File: config.mk
export PLATFORM = sky130hd
export DESIGN_NAME = mem_stage_dataok
export DESIGN_NICKNAME = d
export VERILOG_FILES = /design/src/rtl/mem_stage_dataok.sv
export SDC_FILE = /design/constraint.sdc
export NUM_CORES = 1
export LEC_CHECK = 0
export CAP_MARGIN = 20
export CORE_AREA = 2 2 188 190
export DETAILED_ROUTE_END_ITERATION = 8
export DIE_AREA = 0 0 190 192
export HOLD_SLACK_MARGIN = 0.15
export PLACE_DENSITY = 0.64
export SLEW_MARGIN = 25
export SYNTH_ARGS = -nofsm -noshare
export SYNTH_HDL_FRONTEND = slang
export SYNTH_SLANG_ARGS = --single-unit
File: constraint.sdc
create_clock -name clk -period 3 [get_ports clk]
set_clock_uncertainty 0.15 [all_clocks]
set_input_delay 0.3 -clock clk [delete_from_list [all_inputs] [get_ports clk]]
set_output_delay 0.3 -clock clk [all_outputs]
set_load 0.03 [all_outputs]
File: src/rtl/mem_stage_dataok.sv
// mem_stage_dataok -- memory stage of the pipeline, directly after EXE.
//
// Latches the EXE-to-MEM bus, waits for the data_ok response of every load or
// store that EXE issued for the entry, extracts and extends load data, and
// forwards the result to WB and the register-forwarding path in ID.
// Responses belonging to requests flushed by an exception or ertn are counted
// and dropped when they eventually arrive.
//
// Ports:
//   clk, resetn          clock (rising edge), asynchronous active-low reset
//   EXE_to_MEM_BUS/valid incoming instruction from EXE
//   MEM_allowin          MEM can accept an instruction this cycle
//   data_sram_data_ok    one response per issued request, with data_sram_rdata
//   WB_allowin           WB can accept
//   MEM_to_WB_valid/BUS  instruction handed to WB
//   MEM_RF_BUS           forwarding / hazard information for ID
//   ertn_flush, wb_ex    pipeline flushes raised in WB
//   mem_ex, mem_ertn     valid exception / ertn currently held in MEM
//
// Build option: define MEM_EARLY_LOAD_FWD_EN to forward load data from MEM in
// the data_ok cycle (load_pending drops as soon as the stage is ready to go).

`ifndef EXE_to_MEM_LEN
`define EXE_to_MEM_LEN 198
`endif
`ifndef MEM_to_WB_LEN
`define MEM_to_WB_LEN 190
`endif
`ifndef MEM_RF_LEN
`define MEM_RF_LEN 55
`endif

module mem_stage_dataok #(
    parameter int DISCARD_W = 2
) (
    input  logic                       clk,
    input  logic                       resetn,
    input  logic [`EXE_to_MEM_LEN-1:0] EXE_to_MEM_BUS,
    input  logic                       EXE_to_MEM_valid,
    output logic                       MEM_allowin,
    input  logic                       data_sram_data_ok,
    input  logic [31:0]                data_sram_rdata,
    input  logic                       WB_allowin,
    output logic                       MEM_to_WB_valid,
    output logic [`MEM_to_WB_LEN-1:0]  MEM_to_WB_BUS,
    output logic [`MEM_RF_LEN-1:0]     MEM_RF_BUS,
    input  logic                       ertn_flush,
    input  logic                       wb_ex,
    output logic                       mem_ex,
    output logic                       mem_ertn
);

    // Selects and extends the addressed byte/half of a load word.
    // load_op is one-hot: [0]LD_B [1]LD_H [2]LD_W [3]LD_BU [4]LD_HU.
    function automatic logic [31:0] load_extend(input logic [4:0]  op,
                                                input logic [1:0]  a,
                                                input logic [31:0] raw);
        logic [7:0]  byte_v;
        logic [15:0] half_v;
        logic [31:0] res_v;
        case (a)
            2'd0:    byte_v = raw[7:0];
            2'd1:    byte_v = raw[15:8];
            2'd2:    byte_v = raw[23:16];
            2'd3:    byte_v = raw[31:24];
            default: byte_v = raw[7:0];
        endcase
        half_v = a[1] ? raw[31:16] : raw[15:0];
        if (op[0]) begin
            res_v = {{24{byte_v[7]}}, byte_v};
        end else if (op[1]) begin
            res_v = {{16{half_v[15]}}, half_v};
        end else if (op[3]) begin
            res_v = {24'd0, byte_v};
        end else if (op[4]) begin
            res_v = {16'd0, half_v};
        end else begin
            res_v = raw;
        end
        return res_v;
    endfunction

    localparam logic [DISCARD_W-1:0] DISCARD_MAX  = {DISCARD_W{1'b1}};
    localparam logic [DISCARD_W-1:0] DISCARD_ZERO = {DISCARD_W{1'b0}};
    localparam logic [DISCARD_W-1:0] DISCARD_ONE  = {{(DISCARD_W-1){1'b0}}, 1'b1};

    logic                       mem_valid_r;
    logic [`EXE_to_MEM_LEN-1:0] bus_r;
    logic                       data_got_r;
    logic [31:0]                rdata_buf_r;
    logic [DISCARD_W-1:0]       discard_cnt_r;

    // Fields of the latched bus
    logic [31:0] pc_s;
    logic        gr_we_s;
    logic [4:0]  dest_s;
    logic [31:0] exe_result_s;
    logic        mem_sum_unused_s;
    logic        mem_en_s;
    logic [4:0]  load_op_s;
    logic        rfrom_mem_s;
    logic [13:0] csr_num_s;
    logic        csr_we_s;
    logic [31:0] csr_wvalue_s;
    logic [31:0] csr_wmask_s;
    logic        ex_s;
    logic [5:0]  ex_code_s;
    logic [31:0] ex_vaddr_s;
    logic        inst_ertn_s;
    logic        rfrom_cntid_s;

    assign {pc_s, gr_we_s, dest_s, exe_result_s, mem_sum_unused_s, mem_en_s,
            load_op_s, rfrom_mem_s, csr_num_s, csr_we_s, csr_wvalue_s,
            csr_wmask_s, ex_s, ex_code_s, ex_vaddr_s, inst_ertn_s,
            rfrom_cntid_s} = bus_r;

    logic        need_data_s;
    logic        discard_zero_s;
    logic        ready_go_s;
    logic        flush_s;
    logic        accept_s;
    logic        load_pending_s;
    logic [31:0] raw_s;
    logic [31:0] final_result_s;

    // An excepting access never reached the bus, so it has no response to wait for.
    assign need_data_s     = (rfrom_mem_s | mem_en_s) & ~ex_s;
    assign discard_zero_s  = (discard_cnt_r == DISCARD_ZERO);
    // A response arriving while stale responses are outstanding belongs to a flushed request.
    assign ready_go_s      = ~need_data_s | data_got_r | (data_sram_data_ok & discard_zero_s);
    assign MEM_allowin     = ~mem_valid_r | (ready_go_s & WB_allowin);
    assign MEM_to_WB_valid = mem_valid_r & ready_go_s;
    assign flush_s         = wb_ex | ertn_flush;
    assign accept_s        = EXE_to_MEM_valid & MEM_allowin;

    assign raw_s          = data_got_r ? rdata_buf_r : data_sram_rdata;
    assign final_result_s = rfrom_mem_s ? load_extend(load_op_s, exe_result_s[1:0], raw_s)
                                        : exe_result_s;

`ifdef MEM_EARLY_LOAD_FWD_EN
    assign load_pending_s = mem_valid_r & rfrom_mem_s & ~ready_go_s;
`else
    assign load_pending_s = mem_valid_r & rfrom_mem_s;
`endif

    assign mem_ex   = mem_valid_r & ex_s;
    assign mem_ertn = mem_valid_r & inst_ertn_s;

    assign MEM_to_WB_BUS = {pc_s, gr_we_s, dest_s, final_result_s, csr_num_s,
                            csr_we_s, csr_wvalue_s, csr_wmask_s, ex_s,
                            ex_code_s, ex_vaddr_s, inst_ertn_s, rfrom_cntid_s};

    assign MEM_RF_BUS = {dest_s & {5{gr_we_s & mem_valid_r}}, load_pending_s,
                         final_result_s, mem_valid_r, csr_we_s, csr_num_s,
                         rfrom_cntid_s};

    // Stage valid bit: flush wins over accepting a new instruction.
    always_ff @(posedge clk or negedge resetn) begin
        if (!resetn) begin
            mem_valid_r <= 1'b0;
        end else if (flush_s) begin
            mem_valid_r <= 1'b0;
        end else if (MEM_allowin) begin
            mem_valid_r <= EXE_to_MEM_valid;
        end else begin
            mem_valid_r <= mem_valid_r;
        end
    end

    // EXE-to-MEM bus register.
    always_ff @(posedge clk or negedge resetn) begin
        if (!resetn) begin
            bus_r <= {`EXE_to_MEM_LEN{1'b0}};
        end else if (accept_s) begin
            bus_r <= EXE_to_MEM_BUS;
        end else begin
            bus_r <= bus_r;
        end
    end

    // Response buffer: holds data that arrived while WB could not take the instruction.
    always_ff @(posedge clk or negedge resetn) begin
        if (!resetn) begin
            data_got_r  <= 1'b0;
            rdata_buf_r <= 32'd0;
        end else if (accept_s) begin
            data_got_r  <= 1'b0;
            rdata_buf_r <= 32'd0;
        end else if (data_sram_data_ok && discard_zero_s && mem_valid_r && need_data_s &&
                     !data_got_r && !(MEM_to_WB_valid && WB_allowin)) begin
            data_got_r  <= 1'b1;
            rdata_buf_r <= data_sram_rdata;
        end else begin
            data_got_r  <= data_got_r;
            rdata_buf_r <= rdata_buf_r;
        end
    end

    // Count of responses still owed to flushed requests; each one is dropped on arrival.
    always_ff @(posedge clk or negedge resetn) begin
        if (!resetn) begin
            discard_cnt_r <= DISCARD_ZERO;
        end else if (data_sram_data_ok && !discard_zero_s) begin
            discard_cnt_r <= discard_cnt_r - DISCARD_ONE;
        end else if (flush_s && mem_valid_r && need_data_s && !data_got_r &&
                     !data_sram_data_ok && (discard_cnt_r != DISCARD_MAX)) begin
            discard_cnt_r <= discard_cnt_r + DISCARD_ONE;
        end else begin
            discard_cnt_r <= discard_cnt_r;
        end
    end

endmodule

==> reports/results.ini, run 1 <==
[pwr]
internal-power_mw = 7.057
power_frac_comb_pct = 34.5
p_leak_nw = 7.100
p_per_area_mw_per_mm2 = 606.5
power_switching_mw = 3.466
swShare_pct = 32.93
clkPwrFrac_pct = 30.6
ir_drop_mv = 0.4571
power_frac_seq_pct = 34.9

[routing]
drc_errors = 0
drtPass1Iterations = 4
postRouteAntennaNets = 0
via_count = 8323
avgViaCountPerCell = 4.689
first_iter_violations = 405
wire_per_inst_um = 20.60
totalWireLength_um = 36560

[grt]
grt_usage_pct = 19.45
grt_max_degree = 70
gr-total-overflow = 0
grt_pass1_vias = 8815
grt_pass1_wl_um = 54050
grt_antenna_before_repair = 0

[sta]
finalSetupTns_ns = -6.335
max_freq_ghz = 0.3111
fin_ws_ns = -0.2140
fin_crit_ns = 3.214
hold_ws_ns = 0.1717
setup_viol = 58
hold_viol = 0
relSlewSlack_pct = 58.65
finalMaxSlewViolations = 0
fin_crit_sh_pct = 107.1
tightest_slew_ns = 0.6030
rsz0062_at_grt = true

[logic_synthesis]
ys_async_sr_fraction_pct = 100.0
synth.distinct_cells = 47
syn_area_sq_mm = 0.01186
synthFlopType = dfrtp_1
synth.avg_cell_area_sq_um = 12.14
synthCells = 977
seq_area_frac_synth_pct = 48.95
synth_nets = 1214
synth_seq_cells = 232
synth_edf_count = 0
ys.warnings.count = 0

[setup_path]
worstRegToRegCells = 7
ff2ff_setup_slack_ns = 0.64
cp.arrival_ns = 2.76
path_class = flip-flop to primary output
startpoint_type = flip-flop
endpoint_kind = primary output
crit_path_max_fanout = 13
required_ns = 2.55

[floorplanning]
die_area_sq_mm = 0.03648
io-pin-count = 486
die_x_um = 190
core_area_sq_mm = 0.03429
initial_core_util_pct = 34.59
fp-row-count = 68
die_h_um = 192

[final_layout]
nFillCells = 3055
final_layout_size_suffix_gt1_share_pct = 17.44
fin_area_sq_mm = 0.01735
nets = 1538
final-instance-count-excl-fill = 1775
area_growth_pct = 46.29

[cts]
htreeDepth = 1
clk_pin_slew_worst_paths_ns = 0.06
cts-buffers-inserted = 27
cts_num_sinks = 232
cts_tree = yes
cts_buffer_depth = 3
clk_latency_ns = 0.53
clockRootBuffer = clkbuf_16

[flow_run]
maxCapViolCount = 0

[place]
dp.cells = 1707
pre_cts_ws_ns = -0.1893
io_buffers = 483
dp_hpwl_um = 27890
placed_area_sq_mm = 0.01592
gp_congestion = 0.8549

[outcome]
violations = setup timing
status = complete, but fails checks

[worst_hold_path]
min_path_type = input port to async pin

## metrics by stage
stage / utilization [%] / power [mW]
floorplan: - / 5.997
CTS: 49.74 / 10.53
detailed placement: 46.44 / 7.214
global route: 50.59 / 10.97
finish: 50.60 / 10.52
global placement: 46.44 / 7.176
## cells by family (layout without fill, tap and decap cells)
logic type,after synthesis,after routing,share of synthesized area (%)
buffers and inverters,264,606,15.61
multiplexers,243,243,24.51
flip-flops,232,232,48.95
AND/OR/NAND/NOR,140,140,5.296
AO/OA/AOI/OAI,98,98,5.633
other,0,1,0
## power groups by stage
stage	registers [mW]	clock network, mW	logic [mW]
2_1_floorplan	3.65	0	2.35
3_3_place_gp	3.71	0	3.46
3_5_place_dp	3.73	0	3.49
4_1_cts	3.68	3.32	3.54
5_1_grt	3.72	3.44	3.81
6_report	3.67	3.22	3.63
## sequential cells by signal (all words and copies together), names as in the netlist
| register | cells |
|---|---|
| bus_r | 196 |
| rdata_buf_r | 32 |
| data_got_r | 1 |
| mem_valid_r | 1 |
| discard_cnt_r | 2 |
## cell type report
type | count | area (sq um) | area share [%]
Antenna cell | 1 | 2.502 | 0.01442
Sequential cell | 232 | 5808 | 33.48
Timing Repair Buffer | 556 | 5654 | 32.59
Inverter | 3 | 11.26 | 0.06490
Tap cell | 455 | 569.3 | 3.281
Multi-Input combinational cell | 481 | 4442 | 25.60
Clock buffer | 44 | 819.5 | 4.723
Clock inverter | 3 | 43.79 | 0.2524
## Yosys cell counts (all sizes together) (2+ instances only)
library cell / instances / area [sq um]
buf: 238 / 1754
dfrtp: 232 / 5806
mux2: 203 / 2293
nand2: 70 / 262.8
o21ai: 41 / 205.2
nor2: 38 / 142.6
clkbuf: 23 / 86.33
mux2i: 23 / 230.2
mux4: 17 / 382.9
o22a: 16 / 140.1
a21oi: 11 / 55.05
and3: 7 / 43.79
o211ai: 6 / 45.04
a21o: 5 / 37.54
o311ai: 5 / 43.79
o22ai: 4 / 25.02
or3: 4 / 25.02
and2: 3 / 18.77
inv: 3 / 11.26
nor2b: 3 / 18.77
nor3: 3 / 15.01
nor3b: 3 / 27.52
nor4b: 2 / 17.52
## critical path, cell delays in order, from the launching register on
cell and delay, ns:
dfrtp_2 0.49, mux2_4 0.33, mux4_2 0.51, o21ba_4 0.31, buf_8 0.18, o22a_1 0.23
buf_6 0.16
## path summary, 6_finish.rpt
kind / from / to
max reg2reg: bus_r[120] / bus_r[145]
min: resetn / bus_r[137]
min in group clk: data_sram_rdata[16] / rdata_buf_r[16]
max: data_got_r / MEM_to_WB_BUS[149]
max in group asynchronous: resetn / bus_r[65]
min reg2reg: bus_r[85] / bus_r[85]
## placed cells by master (no fill, tap or decap), types with 9 or more instances in the layout
| master | count |
|---|---|
| mux2i_1 | 21 |
| dfrtp_1 | 230 |
| clkdlybuf4s50_1 | 418 |
| a21oi_1 | 9 |
| clkbuf_1 | 9 |
| o22a_1 | 13 |
| mux2_1 | 196 |
| mux4_2 | 17 |
| buf_12 | 11 |
| clkdlybuf4s15_2 | 22 |
| nor2_1 | 36 |
| nand2_1 | 70 |
| o21ai_1 | 34 |
| clkbuf_16 | 27 |
| buf_4 | 56 |
| buf_6 | 37 |
## routing by layer
| metal | vias up | GRT usage (%) | part of all wire, % |
|---|---|---|---|
| li1 | 3808 | - | - |
| met3 | 47 | 5.098 | 7.8 |
| met2 | 338 | 34.11 | 50 |
| met1 | 4130 | 23.61 | 39 |
| met5 | - | 0 | 0 |
| met4 | 0 | 5.277 | 2.8 |
## what timing repair did
item                                   4_1_cts  5_1_grt
gates resized for setup                    201       60
gates cloned                                 1        0
pin swaps                                   15        4
setup endpoints to repair                   58       65
endpoints found under the hold margin      232        0
setup buffers                                9       12
hold buffers                                 1        0
No activity file was read; power rests on OpenSTA's default activity.
==> run 2: changes to the inputs <==
- GPL_TIMING_DRIVEN: unset -> 0
==> run 2 against run 1 <==
  * The run still ends with setup timing left
  * Combinational power is 18% higher
  * Cell count up 12%
  * Sequential share of layout area decreased by 2.8 points
  * Wire length up 9.2%
  * Critical path depth up 2
  * Non-clock buffer count grew 208
  * Clock-buffer cell count decreased by 3
  * Global-route usage grew 1.7 points
  * Die area stayed put
  * Critical path type unchanged
  * Power grew 9.4%
  * Sequential power barely moved
  * Maximum frequency decreased by 0.57%
==> reports/results.ini, run 2 (synthesis results as in run 1) <==
[grt]
grt_pass1_wl_um = 58370
grt_usage_pct = 21.15
gr-total-overflow = 0
grt_antenna_before_repair = 1
grt_max_degree = 84
grt_pass1_vias = 9641

[setup_path]
startpoint_type = flip-flop
cp.arrival_ns = 2.78
worstPathCellList = buf_8, mux2_4, mux4_2, o21ba_4, buf_16, o22a_1, buf_4, buf_6
cp_slowest_stage_delay_ns = 0.49
crit_path_max_fanout = 5
endpoint_kind = primary output
cp_slowest_cell = mux4_2
required_ns = 2.55
path_class = flip-flop to primary output

[cts]
htreeDepth = 1
cts-buffers-inserted = 28
clockRootBuffer = clkbuf_16
cts_buffer_depth = 3
clk_latency_ns = 0.55
cts_tree = yes
clk_pin_slew_worst_paths_ns = 0.06
cts_num_sinks = 232

[routing]
drtPass1Iterations = 4
avgViaCountPerCell = 4.659
drc_errors = 0
postRouteAntennaNets = 0
via_count = 9267
wire_per_inst_um = 20.07
first_iter_violations = 411
totalWireLength_um = 39910

[final_layout]
area_growth_pct = 59.70
largest_register = bus_r
final-instance-count-excl-fill = 1989
final_layout_size_suffix_gt1_share_pct = 28.85
reg.largest.list = bus_r: 196 flops, rdata_buf_r: 32 flops, discard_cnt_r: 2 flops
fin_util_pct = 55.24
final_cell_mix = clkdlybuf4s50_1 (416), dfrtp_1 (229), buf_4 (223)
largest_register_ffs = 196
final_common_cell = clkdlybuf4s50_1
nets = 1747

[pwr]
ir_drop_mv = 0.3944
internal-power_mw = 7.793
clkPwrFrac_pct = 30.9
swShare_pct = 32.28
power_frac_seq_pct = 32.0
power_frac_comb_pct = 37.1
p_per_area_mw_per_mm2 = 607.6
p_leak_nw = 8.105
power_switching_mw = 3.714

[floorplanning]
die_area_sq_mm = 0.03648
initial_core_util_pct = 34.59
fp-row-count = 68
core_area_sq_mm = 0.03429
die_h_um = 192
die_x_um = 190
io-pin-count = 486

[outcome]
status = complete, but fails checks
violations = setup timing

[sta]
tightest_slew_ns = 0.6488
fin_crit_sh_pct = 107.7
hold_ws_ns = 0.1841
finalSetupTns_ns = -7.450
max_freq_ghz = 0.3094
hold_viol = 0
finalMaxSlewViolations = 0
fin_ws_ns = -0.2324
rsz0062_at_grt = true
relSlewSlack_pct = 56.75
setup_viol = 53
fin_crit_ns = 3.232

[place]
dp.cells = 1917
io_buffers = 483
gp_congestion = 0.8786
dp_hpwl_um = 30830

[flow_run]
maxCapViolCount = 0

[worst_hold_path]
min_path_type = input port to flip-flop

-- run 2: critical path: cells and delay by family, from the launching register on --
family	cells	cell delay, ns
flip-flops	1	0.40
AO/OA/AOI/OAI	2	0.48
buffers and inverters	4	0.57
multiplexers	2	0.80
-- run 2: final cells by class --
type | count | area [sq um]
Timing Repair Buffer | 506 | 5179
Fill cell | 2958 | 15350
Buffer | 258 | 1902
Sequential cell | 232 | 5809
Antenna cell | 2 | 5.005
Multi-Input combinational cell | 481 | 4491
Clock inverter | 11 | 145.1
Inverter | 3 | 11.26
Tap cell | 455 | 569.3
Clock buffer | 41 | 829.5
-- run 2: final timing paths --
kind,end,depth (start not counted),slack (ns),from
worst max-delay path,MEM_to_WB_BUS[146],8,-0.23,data_got_r
worst min-delay path,mem_valid_r,2,0.18,wb_ex
worst max register to register,bus_r[75],7,0.17,discard_cnt_r[0]
worst min register to register,bus_r[4],1,0.33,bus_r[4]
max in group asynchronous,bus_r[150],3,1.65,resetn
min in group asynchronous,discard_cnt_r[1],2,0.19,resetn
-- run 2: what timing repair did --
item                       in CTS  in global routing
hold buffers                    1                  0
gates cloned                    2                  0
hold endpoints to repair      232                  0
pin swaps                       6                  5
setup endpoints to repair      66                110
setup buffers                  15                  3
gates resized for setup       455                 40
-- run 2: power by group through the flow --
stage / Clock [mW] / Sequential [mW] / Combinational [mW]
6_report: 3.55 / 3.68 / 4.27
2_1_floorplan: 0 / 3.65 / 2.35
5_1_grt: 3.78 / 3.73 / 4.48
3_5_place_dp: 0 / 3.72 / 4.01
4_1_cts: 3.64 / 3.68 / 4.23
3_3_place_gp: 0 / 3.72 / 3.97
-- run 2: routing by layer --
| metal | vias up | global-route usage [%] | share of wire, % |
|---|---|---|---|
| li1 | 4249 | - | - |
| met2 | 377 | 37.14 | 50 |
| met3 | 69 | 5.938 | 7.9 |
| met4 | 2 | 6.172 | 3.3 |
| met5 | - | 0 | 0.018 |
| met1 | 4570 | 25.22 | 39 |
-- run 2: metrics by stage --
step / total power, mW / cell area [sq um] / setup slack, ns
2_1_floorplan: 5.997 / 11860 / 0.1588
3_3_place_gp: 7.689 / 17260 / -9.256
3_5_place_dp: 7.735 / 17320 / -0.6537
4_1_cts: 11.55 / 18770 / -0.3073
5_1_grt: 11.99 / 18940 / -0.2973
6_report: 11.51 / 18940 / -0.2324
==> run 3: changes to the inputs <==
- GPL_TIMING_DRIVEN: 0 -> unset
==> results of run 3 <==
No change in the layout: final DEF, timing and power equal those of run 1.
